## config.mk

```make
export PLATFORM = sky130hd
export DESIGN_NAME = mems_dac_spi_seq_flat
export DESIGN_NICKNAME = d
export VERILOG_FILES = /design/src/rtl/mems_dac_spi_seq_if.sv /design/src/rtl/mems_dac_spi_seq.sv /design/src/flat_wrapper.sv
export SDC_FILE = /design/constraint.sdc
export NUM_CORES = 1
export LEC_CHECK = 0
export CORE_MARGIN = 8
export CORE_UTILIZATION = 55
export CTS_BUF_LIST = sky130_fd_sc_hd__clkbuf_4 sky130_fd_sc_hd__clkbuf_8
export DETAILED_ROUTE_END_ITERATION = 8
export DONT_BUFFER_PORTS = 1
export PLACE_DENSITY_LB_ADDON = 0.3
export SLEW_MARGIN = 20
export SYNTH_ARGS = -nofsm -noshare
export SYNTH_HDL_FRONTEND = slang
export SYNTH_SLANG_ARGS = --single-unit
```

## constraint.sdc

```tcl
create_clock -name clk -period 2.6 [get_ports clk]
set_clock_uncertainty 0.2 [all_clocks]
set_input_delay 0.52 -clock clk [delete_from_list [all_inputs] [get_ports clk]]
set_output_delay 0.52 -clock clk [all_outputs]
set_load 0.01 [all_outputs]
```

## src/rtl/mems_dac_spi_seq_if.sv

```systemverilog
// Bundle of the command-ROM, control and DAC-pin signals of the MEMS DAC SPI sequencer.
// The slave modport is the sequencer; the master modport is the ROM/controller/DAC side.
`timescale 1ns/1ps
interface mems_dac_spi_seq_if;
   logic        start;
   logic        init;
   logic [3:0]  rom_addr;
   logic [23:0] rom_data;
   logic        spi_sync_n;
   logic        spi_sclk;
   logic        spi_mosi;
   logic        ldac_n;
   logic        busy;
   logic        done;

   modport master (
      output start, init, rom_data,
      input  rom_addr, spi_sync_n, spi_sclk, spi_mosi, ldac_n, busy, done
   );

   modport slave (
      input  start, init, rom_data,
      output rom_addr, spi_sync_n, spi_sclk, spi_mosi, ldac_n, busy, done
   );
endinterface

```

## src/rtl/mems_dac_spi_seq.sv

```systemverilog
// MEMS mirror quad-DAC sequencer: walks ROM words 0..5 (or 2..5) and shifts each out as one SPI frame.
// Optional LDAC strobe after the last frame when MEMS_DAC_LDAC_PULSE_EN is defined.
`timescale 1ns/1ps
module mems_dac_spi_seq #(
   parameter int unsigned CLK_DIV    = 2,
   parameter int unsigned GAP_CYCLES = 4
) (
   input logic               clk,
   input logic               rst_n,
   mems_dac_spi_seq_if.slave bus
);

   localparam logic [7:0] DivLast  = 8'(CLK_DIV - 1);
   localparam logic [7:0] GapLast  = 8'(GAP_CYCLES - 1);
   localparam logic [3:0] LastAddr = 4'd5;

   typedef enum logic [2:0] {
      StIdle,
      StFetch,
      StShift,
      StGap,
`ifdef MEMS_DAC_LDAC_PULSE_EN
      StLdac,
`endif
      StDone
   } state_e;

   state_e      state_q;
   logic [3:0]  rom_addr_q;
   logic [23:0] shift_q;
   logic [4:0]  bit_cnt_q;
   logic [7:0]  div_cnt_q;
   logic        sync_n_q;
   logic        sclk_q;
   logic        mosi_q;
   logic        busy_q;
   logic        done_q;
   logic        ready_q;
`ifdef MEMS_DAC_LDAC_PULSE_EN
   logic        ldac_n_q;
`endif

   always_ff @(posedge clk or negedge rst_n) begin
      if (!rst_n) begin
         state_q    <= StIdle;
         rom_addr_q <= 4'd0;
         shift_q    <= 24'd0;
         bit_cnt_q  <= 5'd0;
         div_cnt_q  <= 8'd0;
         sync_n_q   <= 1'b1;
         sclk_q     <= 1'b1;
         mosi_q     <= 1'b0;
         busy_q     <= 1'b0;
         done_q     <= 1'b0;
         ready_q    <= 1'b0;
`ifdef MEMS_DAC_LDAC_PULSE_EN
         ldac_n_q   <= 1'b1;
`endif
      end else begin
         // First edge after reset release only arms ready_q, so a start there is dropped.
         ready_q <= 1'b1;
         done_q  <= 1'b0;
         unique case (state_q)
            StIdle: begin
               if (bus.start && ready_q) begin
                  rom_addr_q <= bus.init ? 4'd0 : 4'd2;
                  busy_q     <= 1'b1;
                  div_cnt_q  <= 8'd0;
                  state_q    <= StFetch;
               end
            end
            StFetch: begin
               if (div_cnt_q == 8'd1) begin
                  // MSB goes straight to mosi; the rest waits in shift_q for the rising edges.
                  shift_q   <= {bus.rom_data[22:0], 1'b0};
                  mosi_q    <= bus.rom_data[23];
                  sync_n_q  <= 1'b0;
                  sclk_q    <= 1'b1;
                  div_cnt_q <= 8'd0;
                  bit_cnt_q <= 5'd0;
                  state_q   <= StShift;
               end else begin
                  div_cnt_q <= div_cnt_q + 8'd1;
               end
            end
            StShift: begin
               if (div_cnt_q == DivLast) begin
                  div_cnt_q <= 8'd0;
                  sclk_q    <= ~sclk_q;
                  if (!sclk_q) begin
                     if (bit_cnt_q == 5'd23) begin
                        sync_n_q <= 1'b1;
                        mosi_q   <= 1'b0;
                        state_q  <= StGap;
                     end else begin
                        bit_cnt_q <= bit_cnt_q + 5'd1;
                        mosi_q    <= shift_q[23];
                        shift_q   <= {shift_q[22:0], 1'b0};
                     end
                  end
               end else begin
                  div_cnt_q <= div_cnt_q + 8'd1;
               end
            end
            StGap: begin
               if (div_cnt_q == GapLast) begin
                  div_cnt_q <= 8'd0;
                  if (rom_addr_q == LastAddr) begin
`ifdef MEMS_DAC_LDAC_PULSE_EN
                     ldac_n_q  <= 1'b0;
                     bit_cnt_q <= 5'd0;
                     state_q   <= StLdac;
`else
                     done_q    <= 1'b1;
                     state_q   <= StDone;
`endif
                  end else begin
                     rom_addr_q <= rom_addr_q + 4'd1;
                     state_q    <= StFetch;
                  end
               end else begin
                  div_cnt_q <= div_cnt_q + 8'd1;
               end
            end
`ifdef MEMS_DAC_LDAC_PULSE_EN
            StLdac: begin
               // Two SCLK half-periods of low strobe; bit_cnt_q[0] marks the second half.
               if (div_cnt_q == DivLast) begin
                  div_cnt_q <= 8'd0;
                  if (bit_cnt_q[0]) begin
                     ldac_n_q <= 1'b1;
                     done_q   <= 1'b1;
                     state_q  <= StDone;
                  end else begin
                     bit_cnt_q <= 5'd1;
                  end
               end else begin
                  div_cnt_q <= div_cnt_q + 8'd1;
               end
            end
`endif
            StDone: begin
               busy_q  <= 1'b0;
               state_q <= StIdle;
            end
            default: state_q <= StIdle;
         endcase
      end
   end

   assign bus.rom_addr   = rom_addr_q;
   assign bus.spi_sync_n = sync_n_q;
   assign bus.spi_sclk   = sclk_q;
   assign bus.spi_mosi   = mosi_q;
   assign bus.busy       = busy_q;
   assign bus.done       = done_q;
`ifdef MEMS_DAC_LDAC_PULSE_EN
   assign bus.ldac_n     = ldac_n_q;
`else
   assign bus.ldac_n     = 1'b1;
`endif

endmodule
```

## src/flat_wrapper.sv

```systemverilog
// flat-port wrapper written by rule: the top's interface ports become plain ports
module mems_dac_spi_seq_flat 
#(
   parameter int unsigned CLK_DIV    = 2,
   parameter int unsigned GAP_CYCLES = 4
)
  (clk, rst_n, bus_start, bus_init, bus_rom_data, bus_rom_addr, bus_spi_sync_n, bus_spi_sclk, bus_spi_mosi, bus_ldac_n, bus_busy, bus_done);
  mems_dac_spi_seq_if bus_i ();
  input logic clk;
  input logic rst_n;
  input wire logic [$bits(bus_i.start)-1:0] bus_start;
  input wire logic [$bits(bus_i.init)-1:0] bus_init;
  input wire logic [$bits(bus_i.rom_data)-1:0] bus_rom_data;
  output wire logic [$bits(bus_i.rom_addr)-1:0] bus_rom_addr;
  output wire logic [$bits(bus_i.spi_sync_n)-1:0] bus_spi_sync_n;
  output wire logic [$bits(bus_i.spi_sclk)-1:0] bus_spi_sclk;
  output wire logic [$bits(bus_i.spi_mosi)-1:0] bus_spi_mosi;
  output wire logic [$bits(bus_i.ldac_n)-1:0] bus_ldac_n;
  output wire logic [$bits(bus_i.busy)-1:0] bus_busy;
  output wire logic [$bits(bus_i.done)-1:0] bus_done;
  assign bus_i.start = bus_start;
  assign bus_i.init = bus_init;
  assign bus_i.rom_data = bus_rom_data;
  assign bus_rom_addr = bus_i.rom_addr;
  assign bus_spi_sync_n = bus_i.spi_sync_n;
  assign bus_spi_sclk = bus_i.spi_sclk;
  assign bus_spi_mosi = bus_i.spi_mosi;
  assign bus_ldac_n = bus_i.ldac_n;
  assign bus_busy = bus_i.busy;
  assign bus_done = bus_i.done;
  mems_dac_spi_seq #(.CLK_DIV(CLK_DIV), .GAP_CYCLES(GAP_CYCLES)) u_core (.clk(clk), .rst_n(rst_n), .bus(bus_i));
endmodule
```

# After elaboration in Yosys (flattened, before gate mapping)
# Cells that the tools add are included.
[classes]
addsub = 3
eq_ne = 16
n_mux = 45
n_bitwise = 1
reduce_logical = 15
[ops]
columns = ["cell", "count"]
rows = [
  ["2-to-1 mux 24 bit", 4],
  ["one-hot mux 24 bit (2 select lines)", 1],
  ["2-to-1 mux 8 bit", 3],
  ["one-hot mux 8 bit (3 select lines)", 1],
  ["2-to-1 mux 3 bit", 7],
  ["2-to-1 mux 5 bit", 4],
  ["2-to-1 mux 1 bit", 14],
  ["2-to-1 mux 4 bit", 3],
  ["one-hot mux 3 bit (4 select lines)", 1],
  ["!= test 2 x 1 -> 1 bit, second input constant", 5],
  ["one-hot mux 5 bit (2 select lines)", 1],
  ["AND reduction 5 bit", 2],
  ["adder 8 x 1 -> 8 bit, second input constant", 1],
  ["equality test 8 x 1 -> 1 bit, second input constant", 1],
  ["equality test 8 x 2 -> 1 bit, second input constant", 1],
  ["one-hot mux 1 bit (2 select lines)", 4],
  ["one-hot mux 4 bit (2 select lines)", 1],
  ["AND reduction 4 bit", 2],
  ["equality test 3 x 2 -> 1 bit, second input constant", 2],
  ["!= test 2 bit, second input constant", 3],
  ["AND reduction 6 bit", 1],
  ["nonzero test 2 bit", 3],
  ["adder 5 x 1 -> 5 bit, second input constant", 1],
  ["equality test 5 bit, second input constant", 1],
  ["12 further kinds", 13],
]
[word_totals]
reg_bits = 50
in_bits = 28
wordCells = 91

# Logic depth before layout (Yosys ltp)
# Gate-level depths: netlist of run 1.
[depth]
depth_word = 5
mapped_depth = 8
depth_no_buf = 6

# Worst setup path before layout of run 1
# OpenSTA, ideal clock, no wires.
[synth_path]
kind = "register -> register"
startpoint = "register u_core.div_cnt_q[1]"
endpoint = "register u_core.bit_cnt_q[0]"
setup_time_ns = 0.125
arrival_ns = 1.753
required_ns = 2.275
path_slack_ns = 0.523
path_stages_with_launch = 8
synth_period_minus_slack_ns = 2.077
path_cell_list = "dfrtp_1 inv_1 ha_1 nor3b_1 nand4_4 or2_1 buf_6 mux2_2"
[synth_between]
elab_chain_len = 3
elab_cells_between_ends = 4
classes_between = "eq/ne: 3; reduce/logical: 1"
[synth_lines]
columns = ["item", "line_no", "text"]
rows = [
  ["from (decl)", "mems_dac_spi_seq.sv:32", "logic [7:0] div_cnt_q;"],
  ["from (signal assigned)", "mems_dac_spi_seq.sv:83", "div_cnt_q <= div_cnt_q + 8'd1;"],
  ["from (signal assigned)", "mems_dac_spi_seq.sv:102", "div_cnt_q <= div_cnt_q + 8'd1;"],
  ["from (signal assigned)", "mems_dac_spi_seq.sv:122", "div_cnt_q <= div_cnt_q + 8'd1;"],
  ["equality test 8 x 1 -> 1 bit *", "mems_dac_spi_seq.sv:73, mems_dac_spi_seq.sv:87", ""],
  ["!= test 2 x 1 -> 1 bit (no line)", "-", ""],
  ["AND reduction 5 bit (no line) *", "-", ""],
  ["to (signal assigned)", "mems_dac_spi_seq.sv:96", "bit_cnt_q <= bit_cnt_q + 5'd1;"],
  ["to (decl)", "mems_dac_spi_seq.sv:31", "logic [4:0] bit_cnt_q;"],
]
# Mark *: on every way between the ends. The rest lies on a longest branch, timed or not.
# A chain may end at the register's enable or synchronous reset.

# Worst setup path after layout of run 1
[layout_path]
startpoint = "register u_core.div_cnt_q[1]"
endpoint = "register u_core.bit_cnt_q[3]"
# The elaborated chain is that of the path after synthesis.

==> results.ini, run 1 <==
[status]
status=complete, no violations

[yosys]
async_reset_ff_frac=1.00
synth_xor_xnor_area_share=0.0131
syn_area_sq_um=2680
yosysSeqAreaShare=0.458
yosys.area_share.simple=0.136
ys_seq_elements=49
muxShareOfSynthArea=0.0904
synth-adder-area-share=0.0233
synth_edf_count=0
synthCells=258
synthFlopType=dfrtp_1
avgSynthCellArea_sq_um=10.4
yosys_warnings=0
synth_top_family_by_area=compound AO/OA/AOI/OAI gates
synth.distinct_cells=56
synth_compound_area_frac=0.233

[clock_network]
cts.repair.resized=0
post_cts_buffers=0
cts_buffers=5
clkTransAtPathRegs_ns=0.10
clockRootBuffer=clkbuf_8
cts.path.max_buffers=2
cts_tree=yes
clock-sinks=49
htreeDepth=2
cts_hold_buffers=2
worstSkewPairLatency_ns=0.31

[floorplanning]
initial_core_util=0.568
die_x_um=85.9
die_h_um=85.9
coreArea_sq_um=4720
pin_count=38
fp-row-count=25
design.die.area_sq_um=7370

[sta]
clock.fmax_ghz=0.423
maxSlewHeadroom=0.665
tns_ns=0
period_minus_slack_ns=2.37
finalCritPeriodShare=0.910
finalMaxSlewViolations=0
rsz0062_at_grt=no
tightest_slew_ns=0.499
hold_viol=0
finalSetupViolCount=0

[critical_path]
reg2reg_from=u_core.div_cnt_q[1]$_DFFE_PN0P_
r2r_setup_slack_ns=0.23
cp-end-kind=flop
start_kind=flop
cpMostUsedCell=buf_4
path_cells=inv_1 -> ha_1 -> nor3b_1 -> buf_4 -> nand4_4 -> buf_4 -> or4_1 -> a21oi_1
slowest_stage=or4_1
crit_arrival_ns=2.41
crit_path_start=u_core.div_cnt_q[1]$_DFFE_PN0P_
worstRegToRegCells=8
crit_type=reg2reg
r2r-end=u_core.bit_cnt_q[3]$_DFFE_PN0P_
max_stage_delay_ns=0.50
critical_path_peak_fanout=14
worstPathRequired_ns=2.65

[place]
post_dp_cell_area_sq_um=2770
portBuffers=0
dpl.hpwl_mm=3.81
gp_congestion=0.772

[drt]
vias=1987
detail-route-antenna-nets=0
drtPass1Iterations=4
drt-met1-wl_mm=2.35
wl_met2_mm=2.65
routed_wl_mm=5.40
met3_length_um=343
drt_first_iter_violations=177
highest_layer=met4
drc=0
vias_per_cell=6.00
wl_per_cell_um=16.3

[grt]
grt_pass1_vias=1956
grt_max_degree=50
grt_antenna_before_repair=0
grt_usage=0.155
grt-ovfl-total=0
grt_pass1_wl_mm=9.27

[hold_path]
hold_path_end=u_core.bus.rom_addr[1]$_DFFE_PN0P_
holdPathStages=1
hp-start=bus_init
worstHoldPathType=in2reg

[layout]
fin_nets=296
drive_gt1_frac=0.186
fin_area_sq_um=2920
syn2layout_area_growth_pct=8.76
final_cell_mix=dfrtp_1, o21ai_0, mux2i_1, o21ai_2, nand2_1
final_common_cell=dfrtp_1
diodes=0

[power_and_ir_drop]
power_density_nw_per_um2=1100
ir_drop_v=0.000508
p_leak_nw=1.16

[flow_run]
drv_cap=0

[worst max-delay path: cells and delay by family (launching register included)]
kind	cells	cell delay (ns)
AOI/OAI and AO/OA	1	0.15
buffers and inverters	3	0.49
adders and majority gates	1	0.16
DFF	1	0.40
and+or+nand+nor	3	0.90
[registers in the layout, indices dropped and copies added, names as in the netlist, 3 cells and up]
signal,flops
u_core.bit_cnt_q,5
u_core.state_q,3
u_core.div_cnt_q,8
u_core.bus.rom_addr,4
u_core.shift_q,23
[metal layers]
metal	global-route usage	vias up
met5	0	-
met4	0.0557	0
met3	0.0487	6
met2	0.254	50
met1	0.187	949
li1	-	982
[where the power goes]
| group | leakage [nW] | switching [W] | internal (W) |
|---|---|---|---|
| logic | 0.496 | 0.000784 | 0.000590 |
| clock network | 0.0543 | 0.000264 | 0.000288 |
| registers | 0.612 | 0.000230 | 0.00105 |
[synth_stat cells (5+ instances only)]
cell type | count | area (sq um)
ha_1 | 5 | 62.6
nor2_1 | 6 | 22.5
a21oi_1 | 12 | 60.1
o21ai_0 | 27 | 135
o21ai_2 | 20 | 175
nor3_1 | 8 | 40.0
nand2_1 | 13 | 48.8
mux2i_1 | 22 | 220
buf_2 | 5 | 25.0
dfrtp_1 | 47 | 1180
nand3_1 | 6 | 30.0
clkbuf_1 | 7 | 26.3
inv_1 | 8 | 30.0
[layout make-up]
| type | count | area, sq um |
|---|---|---|
| Clock buffer | 5 | 68.8 |
| Clock inverter | 3 | 46.3 |
| Fill cell | 389 | 1800 |
| Inverter | 8 | 30.0 |
| Multi-Input combinational cell | 186 | 1340 |
| Sequential cell | 49 | 1230 |
| Tap cell | 67 | 83.8 |
| Timing Repair Buffer | 13 | 120 |
[kinds of logic after synthesis]
| logic type | after synthesis |
|---|---|
| xor gates and xnor gates | 4 |
| DFF | 49 |
| buffers and inverters | 24 |
| muxes | 24 |
| adders and majority gates | 5 |
| and+or+nand+nor | 60 |
| other | 1 |
| AOI/OAI and AO/OA | 91 |
[per-stage QoR]
stage	cells	total power [W]	utilization	worst slack [ns]	hold WS, ns
after global routing	331	0.00347	0.618	0.0904	0.0951
after CTS	331	0.00323	0.618	0.238	0.0977
after detailed placement	321	0.00265	0.586	0.237	0.0259
final	331	0.00320	0.618	0.234	0.110
after global placement	321	0.00261	0.586	0.339	0.0263
after floorplan	259	0.00236	-	0.523	0.0244
[how the worst max path moves through the flow]
stage / endpoint / slack, ns / cells past startpoint
6_report: u_core.bit_cnt_q[3]$_DFFE_PN0P_ / 0.23 / 8
5_1_grt: u_core.bit_cnt_q[3]$_DFFE_PN0P_ / 0.09 / 8
4_1_cts: u_core.bit_cnt_q[3]$_DFFE_PN0P_ / 0.24 / 8
3_5_place_dp: u_core.bit_cnt_q[3]$_DFFE_PN0P_ / 0.24 / 8
3_3_place_gp: u_core.bit_cnt_q[3]$_DFFE_PN0P_ / 0.34 / 8
2_1_floorplan: u_core.bit_cnt_q[0]$_DFFE_PN0P_ / 0.52 / 7
(Power assumes the default switching activity.)
==> run 2, diff against run 1 <==
==> constraint.sdc (replaced) <==
create_clock -name clk -period 2.6 [get_ports clk]
set_clock_uncertainty 0.2 [all_clocks]
set_input_delay 0 -clock clk [delete_from_list [all_inputs] [get_ports clk]]
set_output_delay 0 -clock clk [all_outputs]
set_load 0.01 [all_outputs]
==> run 2 against run 1 <==
Register-to-register slack got worse by 0.06 ns. Routed wire length is 12% higher. Flip-flop and latch count is the same. Highest routed layer unchanged.
==> results.ini, run 2 (synthesis results as in run 1) <==
[layout]
drive_gt1_frac=0.177  ; was 0.186
diodes=0  ; unchanged
reg_top3=u_core.shift_q: 23 flops, u_core.div_cnt_q: 8 flops, u_core.bit_cnt_q: 5 flops  ; unchanged
fin_area_sq_um=3230  ; was 2920 sq um
top_register=u_core.shift_q  ; unchanged
final_cell_mix=dfrtp_1, dlygate4sd3_1, o21ai_0, mux2i_1, o21ai_2  ; was dfrtp_1, o21ai_0, mux2i_1, o21ai_2, nand2_1
fin_nets=325  ; was 296
syn2layout_area_growth_pct=20.3  ; was 8.76%
largest_reg_flops=23  ; unchanged
final_common_cell=dfrtp_1  ; unchanged

[critical_path]
worstRegToRegCells=6  ; was 8
r2r_setup_slack_ns=0.18  ; was 0.23 ns
crit_type=reg2reg  ; unchanged
start_kind=flop  ; unchanged
critical_path_peak_fanout=6  ; was 14
crit_arrival_ns=2.42  ; was 2.41 ns
max_stage_delay_ns=0.57  ; was 0.50 ns
cp-end-kind=flop  ; unchanged
worstPathRequired_ns=2.60  ; was 2.65 ns
path_cells=nor4_4 -> buf_4 -> a41oi_1 -> nor3_2 -> a221oi_1 -> dlygate4sd3_1  ; was inv_1 -> ha_1 -> nor3b_1 -> buf_4 -> nand4_4 -> buf_4 -> or4_1 -> a21oi_1
slowest_stage=dlygate4sd3_1  ; was or4_1

[place]
dpl.hpwl_mm=3.81  ; unchanged
gp_congestion=0.772  ; unchanged
post_dp_cell_area_sq_um=2770  ; unchanged
dp_slack_ns=0.237  ; unchanged
portBuffers=0  ; unchanged

[sta]
fin_ws_ns=0.178  ; was 0.234 ns
finalSetupViolCount=0  ; unchanged
rsz0062_at_grt=no  ; unchanged
hold_viol=0  ; unchanged
period_minus_slack_ns=2.42  ; was 2.37 ns
finalMaxSlewViolations=0  ; unchanged
tns_ns=0  ; unchanged
maxSlewHeadroom=0.657  ; was 0.665
tightest_slew_ns=0.511  ; was 0.499 ns
clock.fmax_ghz=0.413  ; was 0.423 GHz
finalCritPeriodShare=0.932  ; was 0.910

[clock_network]
clockRootBuffer=clkbuf_8  ; unchanged
clock-sinks=49  ; unchanged
cts_tree=yes  ; unchanged
htreeDepth=2  ; unchanged
clkTransAtPathRegs_ns=0.09  ; was 0.10 ns
worstSkewPairLatency_ns=0.31  ; about the same
cts_buffers=5  ; unchanged
cts.path.max_buffers=2  ; unchanged

[floorplanning]
pin_count=38  ; unchanged
design.die.area_sq_um=7370  ; unchanged
coreArea_sq_um=4720  ; unchanged
die_x_um=85.9  ; unchanged
initial_core_util=0.568  ; unchanged
die_h_um=85.9  ; unchanged
fp-row-count=25  ; unchanged

[drt]
drt_first_iter_violations=98  ; was 177
wl_per_cell_um=16.8  ; was 16.3 um
detail-route-antenna-nets=0  ; unchanged
drtPass1Iterations=4  ; unchanged
vias_per_cell=5.90  ; was 6.00
vias=2125  ; was 1987
drc=0  ; unchanged
routed_wl_mm=6.04  ; was 5.40 mm

[power_and_ir_drop]
p_total_w=0.00330  ; was 0.00320 W
clkPwrFrac=0.169  ; was 0.172
p_leak_nw=1.29  ; was 1.16 nW
internal_power_w=0.00197  ; was 0.00192 W
ir_drop_v=0.000517  ; was 0.000508 V
pwr-share-seq=0.390  ; was 0.399
swShare=0.404  ; was 0.399
p_sw_w=0.00133  ; was 0.00128 W
combPwrFrac=0.441  ; was 0.429
power_density_nw_per_um2=1020  ; was 1100 nW/um^2

[hold_path]
worstHoldPathType=in2reg  ; unchanged
holdPathStages=2  ; was 1

[grt]
grt_max_degree=35  ; was 50
grt_antenna_before_repair=0  ; unchanged
grt_pass1_wl_mm=10.5  ; was 9.27 mm
grt-ovfl-total=0  ; unchanged
grt_pass1_vias=2195  ; was 1956
grt_usage=0.177  ; was 0.155

[status]
status=complete, no violations  ; unchanged

[flow_run]
drv_cap=0  ; unchanged

run 2: cell types whose count changed in the layout (fill, tap and decap cells not counted), sizes merged:
cell         before  now
dlygate4sd3       1   29
buf              12   13
run 2: area by class of cell:
type                       count  area [sq um]
sequential                    49          1230
clock inverter                 3          46.3
timing repair buffer          42           420
inverter                       8          30.0
clock buffer                   5          68.8
fill                         364          1500
multi-input combinational    186          1350
tap                           67          83.8
run 2: power by group through the flow:
stage	Clock (W)	Sequential, W	Combinational (W)
global placement	0	0.00129	0.00132
global route	0.000593	0.00133	0.00163
finish	0.000556	0.00129	0.00146
detailed placement	0	0.00130	0.00136
CTS	0.000568	0.00128	0.00143
floorplan	0	0.00124	0.00112
run 2: path summary, 6_finish.rpt:
path                                            startpoint                            endpoint
setup / recovery           u_core.div_cnt_q[4]$_DFFE_PN0P_  u_core.bus.rom_addr[1]$_DFFE_PN0P_
hold / removal                             bus_rom_data[0]       u_core.shift_q[1]$_DFFE_PN0P_
setup reg to reg           u_core.div_cnt_q[4]$_DFFE_PN0P_  u_core.bus.rom_addr[1]$_DFFE_PN0P_
hold reg to reg            u_core.bit_cnt_q[4]$_DFFE_PN0P_     u_core.bit_cnt_q[4]$_DFFE_PN0P_
max in group asynchronous                            rst_n       u_core.shift_q[1]$_DFFE_PN0P_
min in group asynchronous                            rst_n       u_core.state_q[0]$_DFFE_PN0P_
run 2: through the flow:
stage,util,instances,hold slack [ns]
floorplan,-,259,-0.496
CTS,0.682,360,0.180
finish,0.683,360,0.190
global route,0.683,360,0.203
global placement,0.586,321,-0.494
detailed placement,0.586,321,-0.494
run 2: repair_timing:
action                                 CTS  global route
buffers inserted                         0             0
gates resized for setup                  0             2
setup endpoints to repair                0             1
endpoints found under the hold margin   83             0
hold buffers                            31             0
run 2: per-layer routing:
layer  GRT usage  share of wire
met2       0.291           0.49
met3      0.0458          0.040
met4      0.0780          0.026
met5           0              0
met1       0.214           0.45
run 2: worst max-delay path, delay by kind of cell (launching register included):
family | cells | cell delay (ns)
AO/OA/AOI/OAI | 2 | 0.27
AND/OR/NAND/NOR | 2 | 0.62
buffers and inverters | 2 | 0.77
flip-flops | 1 | 0.46
